File: src/rtl/driver_cmd_receiver.sv
// driver_cmd_receiver: LED-driver-side responder for the SIN/SCLK/LAT/SOUT bus.
// The bus is oversampled on clk_hse. SCLK rising edges are counted while LAT is
// high, and the count is decoded when LAT falls. The block holds the
// function-control (FC) register and shifts it out on driver_sout for readback.
// Optional build macro DRV_CMD_RECEIVER_STATS_EN adds saturating event counters
// (stat_wrtgs, stat_latgs, stat_err).
module driver_cmd_receiver #(
  parameter int SR_WIDTH     = 48,
  parameter int MAX_GS_WORDS = 16
) (
  input  logic                clk_hse,
  input  logic                rst,
  input  logic                driver_sclk,
  input  logic                driver_lat,
  input  logic                driver_sin,
  output logic                driver_sout,
  output logic                cmd_valid,
  output logic [3:0]          cmd_code,
  output logic                cmd_error,
  output logic [SR_WIDTH-1:0] fc_reg,
  output logic                fc_unlocked,
  output logic [4:0]          gs_word_cnt,
  output logic [4:0]          latgs_words,
  output logic                latgs_pulse,
  output logic                line_reset_pulse,
  output logic                gs_overflow
`ifdef DRV_CMD_RECEIVER_STATS_EN
  ,
  output logic [15:0]         stat_wrtgs,
  output logic [15:0]         stat_latgs,
  output logic [7:0]          stat_err
`endif
);

  localparam logic [4:0] GS_MAX = 5'(MAX_GS_WORDS);

  logic                sclk_q;
  logic                lat_q;
  logic [SR_WIDTH-1:0] sr;
  logic [SR_WIDTH-1:0] sout_sr;
  logic [4:0]          lat_cnt;

  logic                sclk_rise;
  logic                lat_fall;
  logic [4:0]          cnt_next;
  logic [SR_WIDTH-1:0] sr_next;

  // Edge detect, plus the count and shift register as they will be after this
  // cycle, so that an SCLK edge in the same cycle as LAT falling is decoded.
  always_comb begin
    // NOTE: every signal gets a default first so no path leaves it unassigned (no latch).
    sclk_rise = driver_sclk & ~sclk_q;
    lat_fall  = lat_q & ~driver_lat;
    cnt_next  = lat_cnt;
    sr_next   = sr;
    if (sclk_rise) begin
      sr_next = {sr[SR_WIDTH-2:0], driver_sin};
      if (lat_q && (lat_cnt != 5'd31)) cnt_next = lat_cnt + 5'd1;
    end
  end

  assign driver_sout = sout_sr[SR_WIDTH-1];

  // Bus sampling, shifting, command decode and command actions.
  always_ff @(posedge clk_hse or posedge rst) begin
    if (rst) begin
      sclk_q           <= 1'b0;
      lat_q            <= 1'b0;
      sr               <= '0;
      sout_sr          <= '0;
      lat_cnt          <= '0;
      cmd_valid        <= 1'b0;
      cmd_code         <= '0;
      cmd_error        <= 1'b0;
      fc_reg           <= '0;
      fc_unlocked      <= 1'b0;
      gs_word_cnt      <= '0;
      latgs_words      <= '0;
      latgs_pulse      <= 1'b0;
      line_reset_pulse <= 1'b0;
      gs_overflow      <= 1'b0;
    end else begin
      // NOTE: non-blocking assignments so every register sees the pre-edge state.
      sclk_q           <= driver_sclk;
      lat_q            <= driver_lat;
      cmd_valid        <= 1'b0;
      cmd_error        <= 1'b0;
      latgs_pulse      <= 1'b0;
      line_reset_pulse <= 1'b0;

      if (sclk_rise) begin
        sr      <= sr_next;
        sout_sr <= {sout_sr[SR_WIDTH-2:0], 1'b0};
      end

      if (lat_fall) begin
        lat_cnt   <= '0;
        cmd_valid <= 1'b1;
        // Counts above 15 are illegal; only the low nibble is reported.
        cmd_code  <= cnt_next[3:0];
        case (cnt_next)
          5'd1: begin
            if (gs_word_cnt == GS_MAX) gs_overflow <= 1'b1;
            else                       gs_word_cnt <= gs_word_cnt + 5'd1;
          end
          5'd3: begin
            latgs_words <= gs_word_cnt + 5'd1;
            gs_word_cnt <= '0;
            latgs_pulse <= 1'b1;
          end
          5'd5: begin
            if (fc_unlocked) begin
              fc_reg      <= sr_next;
              fc_unlocked <= 1'b0;
            end else begin
              cmd_error <= 1'b1;
            end
          end
          5'd7: begin
            gs_word_cnt      <= '0;
            line_reset_pulse <= 1'b1;
          end
          // Load wins over the shift above when both land in one cycle.
          5'd11:   sout_sr     <= fc_reg;
          5'd15:   fc_unlocked <= 1'b1;
          default: cmd_error   <= 1'b1;
        endcase
      end else if (sclk_rise && lat_q) begin
        lat_cnt <= cnt_next;
      end
    end
  end

`ifdef DRV_CMD_RECEIVER_STATS_EN
  // Saturating event counters driven from the registered decode outputs.
  always_ff @(posedge clk_hse or posedge rst) begin
    if (rst) begin
      stat_wrtgs <= '0;
      stat_latgs <= '0;
      stat_err   <= '0;
    end else begin
      if (cmd_valid && !cmd_error && (cmd_code == 4'd1) && (stat_wrtgs != 16'hFFFF))
        stat_wrtgs <= stat_wrtgs + 16'd1;
      if (cmd_valid && !cmd_error && (cmd_code == 4'd3) && (stat_latgs != 16'hFFFF))
        stat_latgs <= stat_latgs + 16'd1;
      if (cmd_error && (stat_err != 8'hFF))
        stat_err <= stat_err + 8'd1;
    end
  end
`endif

endmodule

File: config.mk
export PLATFORM = sky130hd
export DESIGN_NAME = driver_cmd_receiver
export DESIGN_NICKNAME = d
export VERILOG_FILES = /design/src/rtl/driver_cmd_receiver.sv
export SDC_FILE = /design/constraint.sdc
export NUM_CORES = 1
export LEC_CHECK = 0
export ABC_AREA = 1
export BUFFER_PORTS_ARGS = -buffer_cell sky130_fd_sc_hd__clkbuf_2
export CORE_MARGIN = 3
export CORE_UTILIZATION = 55
export CTS_CLUSTER_SIZE = 10
export DETAILED_ROUTE_END_ITERATION = 16
export PLACE_DENSITY_LB_ADDON = 0.05
export SYNTH_ARGS = -nofsm -noshare
export SYNTH_HDL_FRONTEND = slang
export SYNTH_SLANG_ARGS = --single-unit
export TNS_END_PERCENT = 100
File: constraint.sdc
create_clock -name clk_hse -period 11.4 [get_ports clk_hse]
set_input_delay 1.14 -clock clk_hse [delete_from_list [all_inputs] [get_ports clk_hse]]
set_output_delay 1.14 -clock clk_hse [all_outputs]
set_load 0.03 [all_outputs]
### Word level (Yosys, flattened, before mapping)

Index checks and enable logic that the tools add are counted.
Widths: inputs -> output; s select.

| word-level totals | value |
|---|---|
| flip-flop bits (word level) | 171 |
| bits in latches | 0 |
| bits in writable memories | 0 |
| memory bits (read-only) | 0 |
| input port bits | 5 |
| output and inout bits | 69 |
| logic and storage cells | 61 |
| memories | 0 |

| operators by class | value |
|---|---|
| $add $sub $neg | 2 |
| $mul | 0 |
| div/mod/pow operators | 0 |
| order comparisons | 0 |
| equal/unequal tests | 9 |
| shifts and indexed selects | 0 |
| mux-type cells | 19 |
| bitwise operators | 4 |
| reductions and logical operators | 12 |

Operator list:

| kind | number |
|---|---|
| $mux 48 | 4 |
| $mux 5 | 5 |
| $add 5x1->5 const B | 2 |
| $eq 5x3->1 const B | 2 |
| $eq 5x4->1 const B | 2 |
| $pmux 5 s2 | 1 |
| $reduce_and 3->1 | 3 |
| $mux 1 | 7 |
| $reduce_bool 2->1 | 3 |
| $eq 5x1->1 const B | 1 |
| $eq 5x2->1 const B | 1 |
| $eq 5x5->1 const B | 1 |
| $ne 5x5->1 const B | 1 |
| $reduce_or 5->1 | 1 |
| $pmux 1 s2 | 2 |
| $reduce_and 2->1 | 2 |
| $and 1x1->1 | 2 |
| $logic_and 1x1->1 | 2 |
| $ne 2x2->1 const B | 1 |
| $not 1->1 | 2 |
| $reduce_or 2->1 | 1 |

### Logic depth before layout (Yosys ltp)

Gate-level depths: netlist of the first run.

| depth | value |
|---|---|
| depth after elaboration | 8 |
| gate-level depth with buffers | 16 |
| mapped depth without buffers | 15 |

### Worst setup path before layout of the first run

OpenSTA, ideal clock, no wires.

| timing path | value |
|---|---|
| path kind | input -> register |
| start point | in driver_sclk |
| end point | reg fc_reg[10] |
| setup time | 0.130 ns |
| arrival time | 2.403 ns |
| data required time | 11.270 ns |
| setup slack | 8.867 ns |
| stages on the path | 12 |
| path buffers | 3 |
| cells stage by stage | inv_2 nor2_2 buf_4 nand4_1 nand2_2 nand3_1 nor2_2 nand3_2 buf_2 buf_2 nand2_1 o21ai_1 |

| on the way | value |
|---|---|
| longest elaborated chain between the ends | 4 |
| elaborated cells between the ends (all ways) | 5 |
| those cells by class | eq/ne (1); mux (2); bitwise (1); reduce/logical (1) |

RTL lines:

| what | line | RTL |
|---|---|---|
| start: declaration | 13 | `input logic driver_sclk,` |
| $and 1x1->1 (*) | 52 | `sclk_rise = driver_sclk & ~sclk_q;` |
| $mux 5 | 56 | `if (sclk_rise) begin` |
| $eq 5x3->1 | 101 | `case (cnt_next)` |
| $reduce_and 3->1 (no source line) | -- |  |
| end signal: assignment | 113 | `fc_reg <= sr_next;` |
| end: declaration | 20 | `output logic [SR_WIDTH-1:0] fc_reg,` |

Mark *: on every way between the ends. The rest lies on a longest branch, timed or not.
A chain may end at the register's enable or synchronous reset.

### Worst setup path in the final report of the first run

| timing path | value |
|---|---|
| start point | in driver_sclk |
| end point | reg sout_sr[12] |

| on the way | value |
|---|---|
| longest elaborated chain between the ends | 5 |
| elaborated cells between the ends (all ways) | 6 |
| those cells by class | eq/ne (1); mux (4); bitwise (1) |

RTL lines:

| what | line | RTL |
|---|---|---|
| $and 1x1->1 (*) | 52 |  |
| $mux 5 | 56 |  |
| $eq 5x4->1 | 101 |  |
| $mux 48 | 101 |  |
| $mux 48 (*) | 96 | `if (lat_fall) begin` |
| end signal: assignment | 93 | `sout_sr <= {sout_sr[SR_WIDTH-2:0], 1'b0};` |
| end signal: assignment | 124 | `5'd11: sout_sr <= fc_reg;` |
| end: declaration | 40 | `logic [SR_WIDTH-1:0] sout_sr;` |

Marked as above.

==> results_dict.tcl, run 1 <==
set metrics [dict create \
    synthToLayoutAreaGrowth_pct 13.8 \
    firstDrtPassIters 4 \
    final_util 0.641 \
    ir_drop_mv 0.115 \
    cp.required_ns 11.73 \
    fill_cells 1167 \
    post_drt_wl_per_cell_um 12.4 \
    period_minus_slack_ns 4.65 \
    status "complete, no violations" \
    syn_nets 903 \
    critPathMaxFanout 101 \
    fin_hold_ws_ns 0.473 \
    place_inst 1104 \
    wl_met2_mm 6.86 \
    ys_seq_area_frac 0.571 \
    pin_count 74 \
    rsz0062_at_grt "false" \
    cts_resized 0 \
    synth_commonest_cells "nand2_1, dfrtp_1, inv_1" \
    core_um2 13300 \
    wl_met3_um 526 \
    crit_type "in2reg" \
    antenna_cells 0 \
    track_usage 0.201 \
    numPortBuffers 73 \
    ant_nets 0 \
    die-width_um 123 \
    drt-initial-drc-count 361 \
    vias 5616 \
    finalCritPeriodShare 0.408 \
    clockRootBuffer "clkbuf_16" \
    synth.most_common_cell "nand2_1" \
    final_cells 1135 \
    power.leakage_nw 4.51 \
    rows 42 \
    start_util 0.563 \
    worstPathArrival_ns 4.98 \
    top_layer "met4" \
    max_slew_margin 0.216 \
    synth_area_leaders "dfrtp_1, nand2_1, inv_1, o21ai_1, o21a_1" \
    antenna_found_initial 0 \
    cts_sinks 171 \
    dieArea_um2 15100 \
    post_dp_cell_area_um2 7910 \
    critPathLaunchType "input pin" \
    synthCells 894 \
    fin_tns_setup_ns 0 \
    finalHoldViolations 0 \
    drc 0 \
    m1WireLength_mm 6.53 \
    design_area_um2 8520 \
    synth_area_leader_cell "dfrtp_1" \
    post_cts_buffers 0 \
    power.density_nw_per_um2 167 \
    synth_area_um2 7490 \
    numCtsBuffers 17 \
    whs_path_depth 1 \
    ys_ff_latch 171 \
    synth-edff-count 0 \
    min_path_type "reg2reg" \
    vias_per_cell 4.95 \
    wl_mm 14.1 \
    cts_tree "done" \
    place.gp.congestion 0.826 \
    clk_path_buf_depth 2 \
    die_h_um 123 \
    cts_max_level 4 \
    worst_slew_pin_slew_ns 1.17 \
    worst_r2r_path_depth 11 \
    fmax_mhz 215 \
    grt_max_degree 105 \
    hpwlAfterDp_mm 8.80 \
    ctsHoldBuffers 0 \
    layout.nets 956 \
    slew_violations 0 \
    synth_cell_types 25 \
    synthArstFlopShare 1.00 \
    drive_gt1_frac 0.128 \
    grt_pass1_vias 5330 \
    overflow 0 \
    avgSynthCellArea_um2 8.38 \
    clkTransAtPathRegs_ns 0.06 \
    fin_skew_ns 0.00732 \
    grt_pass1_wl_mm 24.2 \
    synthDominantCellAreaShare 0.571 \
    drv_cap 0 \
    synthFlopType "dfrtp_1" \
    end_kind "flop" \
    finalSetupViolCount 0 \
    yosys_warnings 0 \
    clkLatencyLatePin_ns 0.42 \
]
[through the flow]
step,setup slack [ns],power [W]
2_1_floorplan,5.63,0.000801
3_3_place_gp,6.53,0.000833
3_5_place_dp,6.39,0.000840
4_1_cts,6.80,0.00144
5_1_grt,6.36,0.00149
6_report,6.75,0.00142
[cell families after synthesis]
logic type	count (synthesis)	share of synthesized area
AO/OA/AOI/OAI	156	0.121
XOR/XNOR	3	0.00351
AND/OR/NAND/NOR	374	0.197
flip-flops	171	0.571
adder cells (fa/ha/maj)	4	0.00668
buffers and inverters	186	0.100
[power breakdown]
group | total (W) | internal, W | leakage (nW) | switching (W)
clock network | 0.000595 | 0.000369 | 0.293 | 0.000226
registers | 0.000673 | 0.000650 | 2.33 | 0.0000232
logic | 0.000154 | 0.0000519 | 1.89 | 0.000102
total | 0.00142 | 0.00107 | 4.51 | 0.000351
[cell type report]
type	count	area [µm²]	area share
flip-flops and latches	171	4280	0.502
multi-input cells	537	2470	0.290
inverters	143	542	0.0636
clock buffers	18	439	0.0515
repair buffers	77	395	0.0464
well taps	176	220	0.0258
clock inverters	13	175	0.0205
[worst paths after layout]
check	startpoint	end	slack, ns
max	driver_sclk	sout_sr[12]	6.75
min	gs_overflow	gs_overflow	0.47
max reg2reg	sclk_q	sout_sr[12]	7.24
min reg2reg	gs_overflow	gs_overflow	0.47
max in group asynchronous	rst	fc_reg[23]	9.06
min in group asynchronous	rst	fc_reg[30]	0.91
[layer usage]
layer	up-vias	GRT usage
met1	2655	0.254
met2	88	0.342
met4	0	0.0728
met5	-	0
li1	2854	-
met3	19	0.0447
[critical path: stages]
cell	delay, ns
clkbuf_2	0.11
inv_2	0.07
nor2_4	0.03
buf_4	0.34
inv_2	0.13
buf_4	0.74
nand2_1	0.11
nand2_1	0.21
inv_2	0.09
nor3_4	0.93
buf_4	0.64
nand2_1	0.12
o21ai_1	0.12
[layout by cell type, fill, tap and decap left out, drive strengths merged]
cell and count:
buf 4, bufinv 4, clkbuf 91, clkinv 5, clkinvlp 4, dfrtp 171
ha 4, inv 143, nand2 326, nand3 12, nand4 9, nor2 24
nor3 3, o21a 48, o21ai 106, o21bai 1, o31ai 1, xnor2 2
xor2 1
Power figures use the tool's default switching activity.
==> run 2, diff against run 1 <==
--- a/config.mk
+++ b/config.mk
@@ -5,7 +5,7 @@
 export SDC_FILE = /design/constraint.sdc
 export NUM_CORES = 1
 export LEC_CHECK = 0
-export ABC_AREA = 1
+export ABC_AREA = 0
 export BUFFER_PORTS_ARGS = -buffer_cell sky130_fd_sc_hd__clkbuf_2
 export CORE_MARGIN = 3
 export CORE_UTILIZATION = 55
==> constraint.sdc (replaced) <==
create_clock -name clk_hse -period 4.3 [get_ports clk_hse]
set_input_delay 0.43 -clock clk_hse [delete_from_list [all_inputs] [get_ports clk_hse]]
set_output_delay 0.43 -clock clk_hse [all_outputs]
set_load 0.03 [all_outputs]
==> results_dict.tcl, run 2 <==
set metrics [dict create \
    clkTransAtPathRegs_ns 0.06 \
    numCtsBuffers 17 \
    synth_area_um2 7330 \
    synth_area_leaders "dfrtp_1, mux2_2, mux2_4, clkbuf_1, a22o_1" \
    pin_count 74 \
    synth_area_leader_cell "dfrtp_1" \
    ys_seq_area_frac 0.584 \
    synthFlopType "dfrtp_1" \
    synth.most_common_cell "mux2_2" \
    design_area_um2 8440 \
    vias_per_cell 5.45 \
    worst_r2r_path_depth 7 \
    post_cts_buffers 0 \
    cts_max_level 4 \
    finalSetupViolCount 0 \
    rr_endpoint "fc_reg[23]" \
    cts_sinks 171 \
    numPortBuffers 73 \
    start_util 0.572 \
    rsz0062_at_grt "false" \
    min_path_type "in2reg" \
    synthToLayoutAreaGrowth_pct 15.2 \
    drt-initial-drc-count 292 \
    cts_resized 0 \
    finalCritPeriodShare 0.804 \
    syn_nets 500 \
    clockRootBuffer "clkbuf_16" \
    setup_slack_ns 0.845 \
    wl_mm 12.1 \
    crit_type "reg2reg" \
    grt_max_degree 172 \
    grt_pass1_vias 4081 \
    synthCells 491 \
    post_drt_wl_per_cell_um 16.2 \
    synth_commonest_cells "mux2_2, dfrtp_1, mux2_4" \
    critPathLaunchType "flop" \
    whs_path_depth 1 \
    period_minus_slack_ns 3.46 \
    fin_tns_setup_ns 0 \
    place.gp.congestion 0.901 \
    clk_path_buf_depth 2 \
    cts_tree "done" \
    track_usage 0.178 \
    synthArstFlopShare 1.00 \
    status "complete, no violations" \
    layout.nets 569 \
    avgSynthCellArea_um2 14.9 \
    drive_gt1_frac 0.546 \
    fin_hold_ws_ns 0.182 \
    synthDominantCellAreaShare 0.584 \
    power.leakage_nw 4.39 \
    max_slew_margin 0.410 \
    ctsHoldBuffers 0 \
    timing.rr.start "lat_cnt[0]" \
    drc 0 \
    place_ws_ns 0.896 \
    vias 4057 \
    cp.required_ns 4.60 \
    yosys_warnings 0 \
    grt_pass1_wl_mm 20.6 \
    firstDrtPassIters 6 \
    die_h_um 121 \
    core_um2 12800 \
    rows 41 \
    overflow 0 \
    synth_cell_types 43 \
    drv_cap 0 \
    antenna_found_initial 0 \
    hpwlAfterDp_mm 7.45 \
    final_common_cell "mux2_2" \
    fin_skew_ns 0.00875 \
    most-common-layout-cells "mux2_2, dfrtp_1, clkbuf_2, mux2_4, clkbuf_16" \
    worst_slew_pin_slew_ns 0.885 \
    post_dp_cell_area_um2 7840 \
    synth-edff-count 0 \
    dieArea_um2 14800 \
    ir_drop_mv 0.321 \
    fill_cells 942 \
    fmax_mhz 289 \
    critPathMaxFanout 48 \
    worstPathArrival_ns 3.76 \
    power.density_nw_per_um2 450 \
    end_kind "flop" \
    ant_nets 0 \
    holdPathEnd "sclk_q" \
    clkLatencyLatePin_ns 0.42 \
    rrSetupSlack_ns 0.84 \
    finalHoldViolations 0 \
    ys_ff_latch 171 \
    min_from "driver_sclk" \
    antenna_cells 0 \
    slew_violations 0 \
    die-width_um 121 \
]
-- run 2: worst max-delay path by stage --
stage / from / endpoint / slack (ns) / cells after the start
2_1_floorplan: lat_cnt[0] / fc_reg[0] / 1.34 / 11
3_3_place_gp: lat_cnt[0] / fc_reg[38] / 1.05 / 7
3_5_place_dp: lat_cnt[0] / fc_reg[23] / 0.90 / 7
4_1_cts: lat_cnt[1] / fc_reg[23] / 0.82 / 7
5_1_grt: lat_cnt[0] / fc_reg[44] / 0.60 / 7
6_report: lat_cnt[0] / fc_reg[23] / 0.84 / 7
-- run 2: cells by family (layout without fill, tap and decap cells) --
logic type,Yosys count,in the layout,share of synthesized area
multiplexers,199,199,0.316
AND/OR/NAND/NOR,52,52,0.0403
XOR/XNOR,5,5,0.00597
AO/OA/AOI/OAI,27,27,0.0256
buffers and inverters,33,115,0.0220
flip-flops,171,171,0.584
adder cells (fa/ha/maj),4,4,0.00683
-- run 2: layout make-up --
type,count,area (µm²),share of cell area
clock buffer,20,457,0.0541
timing repair buffer,76,413,0.0489
sequential,171,4280,0.507
clock inverter,12,146,0.0173
multi-input combinational,287,2900,0.344
tap,172,215,0.0255
inverter,7,30.0,0.00356
-- run 2: per-stage QoR --
stage	total power [W]	util	cells
after floorplan	0.00217	-	491
after global placement	0.00228	0.611	713
after detailed placement	0.00230	0.611	713
after CTS	0.00384	0.658	745
after global routing	0.00397	0.658	745
final	0.00380	0.658	745
-- run 2: layer usage --
metal / track usage / vias to the layer above / part of all wire
li1: - / 1914 / -
met1: 0.243 / 2048 / 0.47
met2: 0.270 / 78 / 0.47
met3: 0.0522 / 17 / 0.043
met4: 0.0714 / 0 / 0.014
met5: 0 / - / 0
-- run 2: worst max-delay path: stages (launching register included) --
cell,delay [ns]
dfrtp_1,0.45
ha_1,0.26
and3_1,0.20
ha_1,0.20
and4bb_1,0.44
mux2i_1,0.56
or4b_4,0.78
mux2_2,0.42
-- run 2: report_power, final --
part           switching (W)  total, W  internal (W)
registers          0.0000813   0.00181       0.00173
clock network       0.000595   0.00154      0.000940
logic               0.000273  0.000453      0.000180
total               0.000950   0.00380       0.00285
==> run 3, diff against run 2 <==
==> constraint.sdc (replaced) <==
create_clock -name clk_hse -period 3.51 [get_ports clk_hse]
set_input_delay 0.351 -clock clk_hse [delete_from_list [all_inputs] [get_ports clk_hse]]
set_output_delay 0.351 -clock clk_hse [all_outputs]
set_load 0.03 [all_outputs]
==> results_dict.tcl, run 3 (same netlist as run 2, synthesis figures left out) <==
set metrics [dict create \
    cp.required_ns 3.82 \
    p_total_w 0.00489 \
    rows 41 \
    grt_use_met1 0.241 \
    rrSetupSlack_ns 0.28 \
    die-width_um 121 \
    cts_resized 0 \
    numCtsBuffers 17 \
    met3_usage 0.0550 \
    end_kind "flop" \
    ir_drop_mv 0.345 \
    numPortBuffers 73 \
    track_usage 0.185 \
    hpwlAfterDp_mm 7.81 \
    place_inst 716 \
    crit_type "reg2reg" \
    power.density_nw_per_um2 573 \
    drv_cap 0 \
    worstPathArrival_ns 3.53 \
    fmax_mhz 310 \
    crit_buf_inv 1 \
    place_ws_ns 0.322 \
    max_slew_margin 0.397 \
    clkLatencyLatePin_ns 0.43 \
    start_util 0.572 \
    drt-initial-drc-count 239 \
    ctsHoldBuffers 0 \
    post_cts_buffers 0 \
    finalHoldViolations 0 \
    cts_max_level 4 \
    post_drt_wl_per_cell_um 16.7 \
    rsz0062_at_grt "false" \
    cp_top_family "simple AND/OR/NAND/NOR gates" \
    die_h_um 121 \
    fin_hold_ws_ns 0.0829 \
    period_minus_slack_ns 3.23 \
    crit_chain "ha_1 -> and3_1 -> ha_1 -> and4bb_1 -> a21oi_1 -> or2_2 -> nor3_2 -> buf_4 -> mux2_2" \
    cts_sinks 171 \
    clockRootBuffer "clkbuf_16" \
    core_um2 12800 \
    firstDrtPassIters 5 \
    antenna_found_initial 0 \
    vias_per_cell 5.43 \
    crit_path_top_delay_cell "dfrtp_1" \
    top_usage_layer "met2" \
    ant_nets 0 \
    slew_violations 0 \
    drc 0 \
    synthToLayoutAreaGrowth_pct 16.4 \
    finalSetupViolCount 0 \
    setup_slack_ns 0.284 \
    status "complete, no violations" \
    clkTransAtPathRegs_ns 0.06 \
    most-common-layout-cells "mux2_2, dfrtp_1, clkbuf_2, mux2_4, clkbuf_16" \
    drive_gt1_frac 0.549 \
    grt_pass1_vias 4266 \
    grt_max_degree 172 \
    pin_count 74 \
    wl_mm 12.5 \
    met2_usage 0.289 \
    critPathMaxFanout 26 \
    fin_skew_ns 0.00978 \
    fin_tns_setup_ns 0 \
    fill_cells 938 \
    clk_path_buf_depth 2 \
    power.leakage_nw 4.42 \
    overflow 0 \
    finalCritPeriodShare 0.919 \
    grt_pass1_wl_mm 21.3 \
    critPathLaunchType "flop" \
    final_cells 748 \
    place.gp.congestion 0.890 \
    vias 4060 \
    layout.nets 572 \
    min_path_type "in2reg" \
    final_common_cell "mux2_2" \
    dieArea_um2 14800 \
    cpMostUsedCell "ha_1" \
    worst_slew_pin_slew_ns 0.905 \
    cts_tree "done" \
    cp_slowest_stage_delay_ns 0.45 \
    antenna_cells 0 \
]
run 3: cell types whose count changed in the layout (fill, tap and decap cells not counted):
cell / previous run / this run
clkinv_2: 6 / 1
clkinvlp_4: 1 / 4
buf_4: 1 / 4
inv_6: 0 / 2
clkinv_4: 3 / 2
bufinv_16: 3 / 6
clkbuf_8: 2 / 0
run 3: final cells by class:
type | instances | area, µm² | area share
Sequential cell | 171 | 4280 | 0.501
Multi-Input combinational cell | 287 | 2900 | 0.340
Timing Repair Buffer | 79 | 435 | 0.0510
Clock buffer | 18 | 429 | 0.0503
Clock inverter | 14 | 243 | 0.0284
Tap cell | 172 | 215 | 0.0252
Inverter | 7 | 30.0 | 0.00352
run 3: per-stage QoR:
step / area, µm² / utilization
CTS: 8530 / 0.665
detailed placement: 7860 / 0.613
floorplan: 7330 / -
finish: 8530 / 0.665
global route: 8530 / 0.665
global placement: 7860 / 0.613
run 3: layer usage:
metal  up-vias  share of wire
met5         -              0
met4         0          0.021
met3        23          0.038
met2        67           0.49
met1      2058           0.46
li1       1912              -
run 3: worst register-to-register path, cell delays in order, from the launching register on:
cell and delay (ns):
dfrtp_1 0.45, ha_1 0.26, and3_1 0.19, ha_1 0.20
and4bb_1 0.45, a21oi_1 0.18, or2_2 0.34, nor3_2 0.28
buf_4 0.39, mux2_2 0.40
run 3: final timing paths:
check                                  from  cells after the start     endpoint
worst min-delay path            driver_sclk                      1       sclk_q
min in group asynchronous               rst                      3   fc_reg[41]
worst max register to register   lat_cnt[0]                      9  sout_sr[37]
worst max-delay path             lat_cnt[0]                      9  sout_sr[37]
worst min register to register  cmd_code[0]                      2  cmd_code[0]
max in group asynchronous               rst                      3  sout_sr[35]
run 3: power by group:
part	internal [W]	switching, W	leakage (nW)
clock network	0.00134	0.000769	0.317
logic	0.000220	0.000342	1.77
registers	0.00212	0.0000997	2.33
total	0.00368	0.00121	4.42
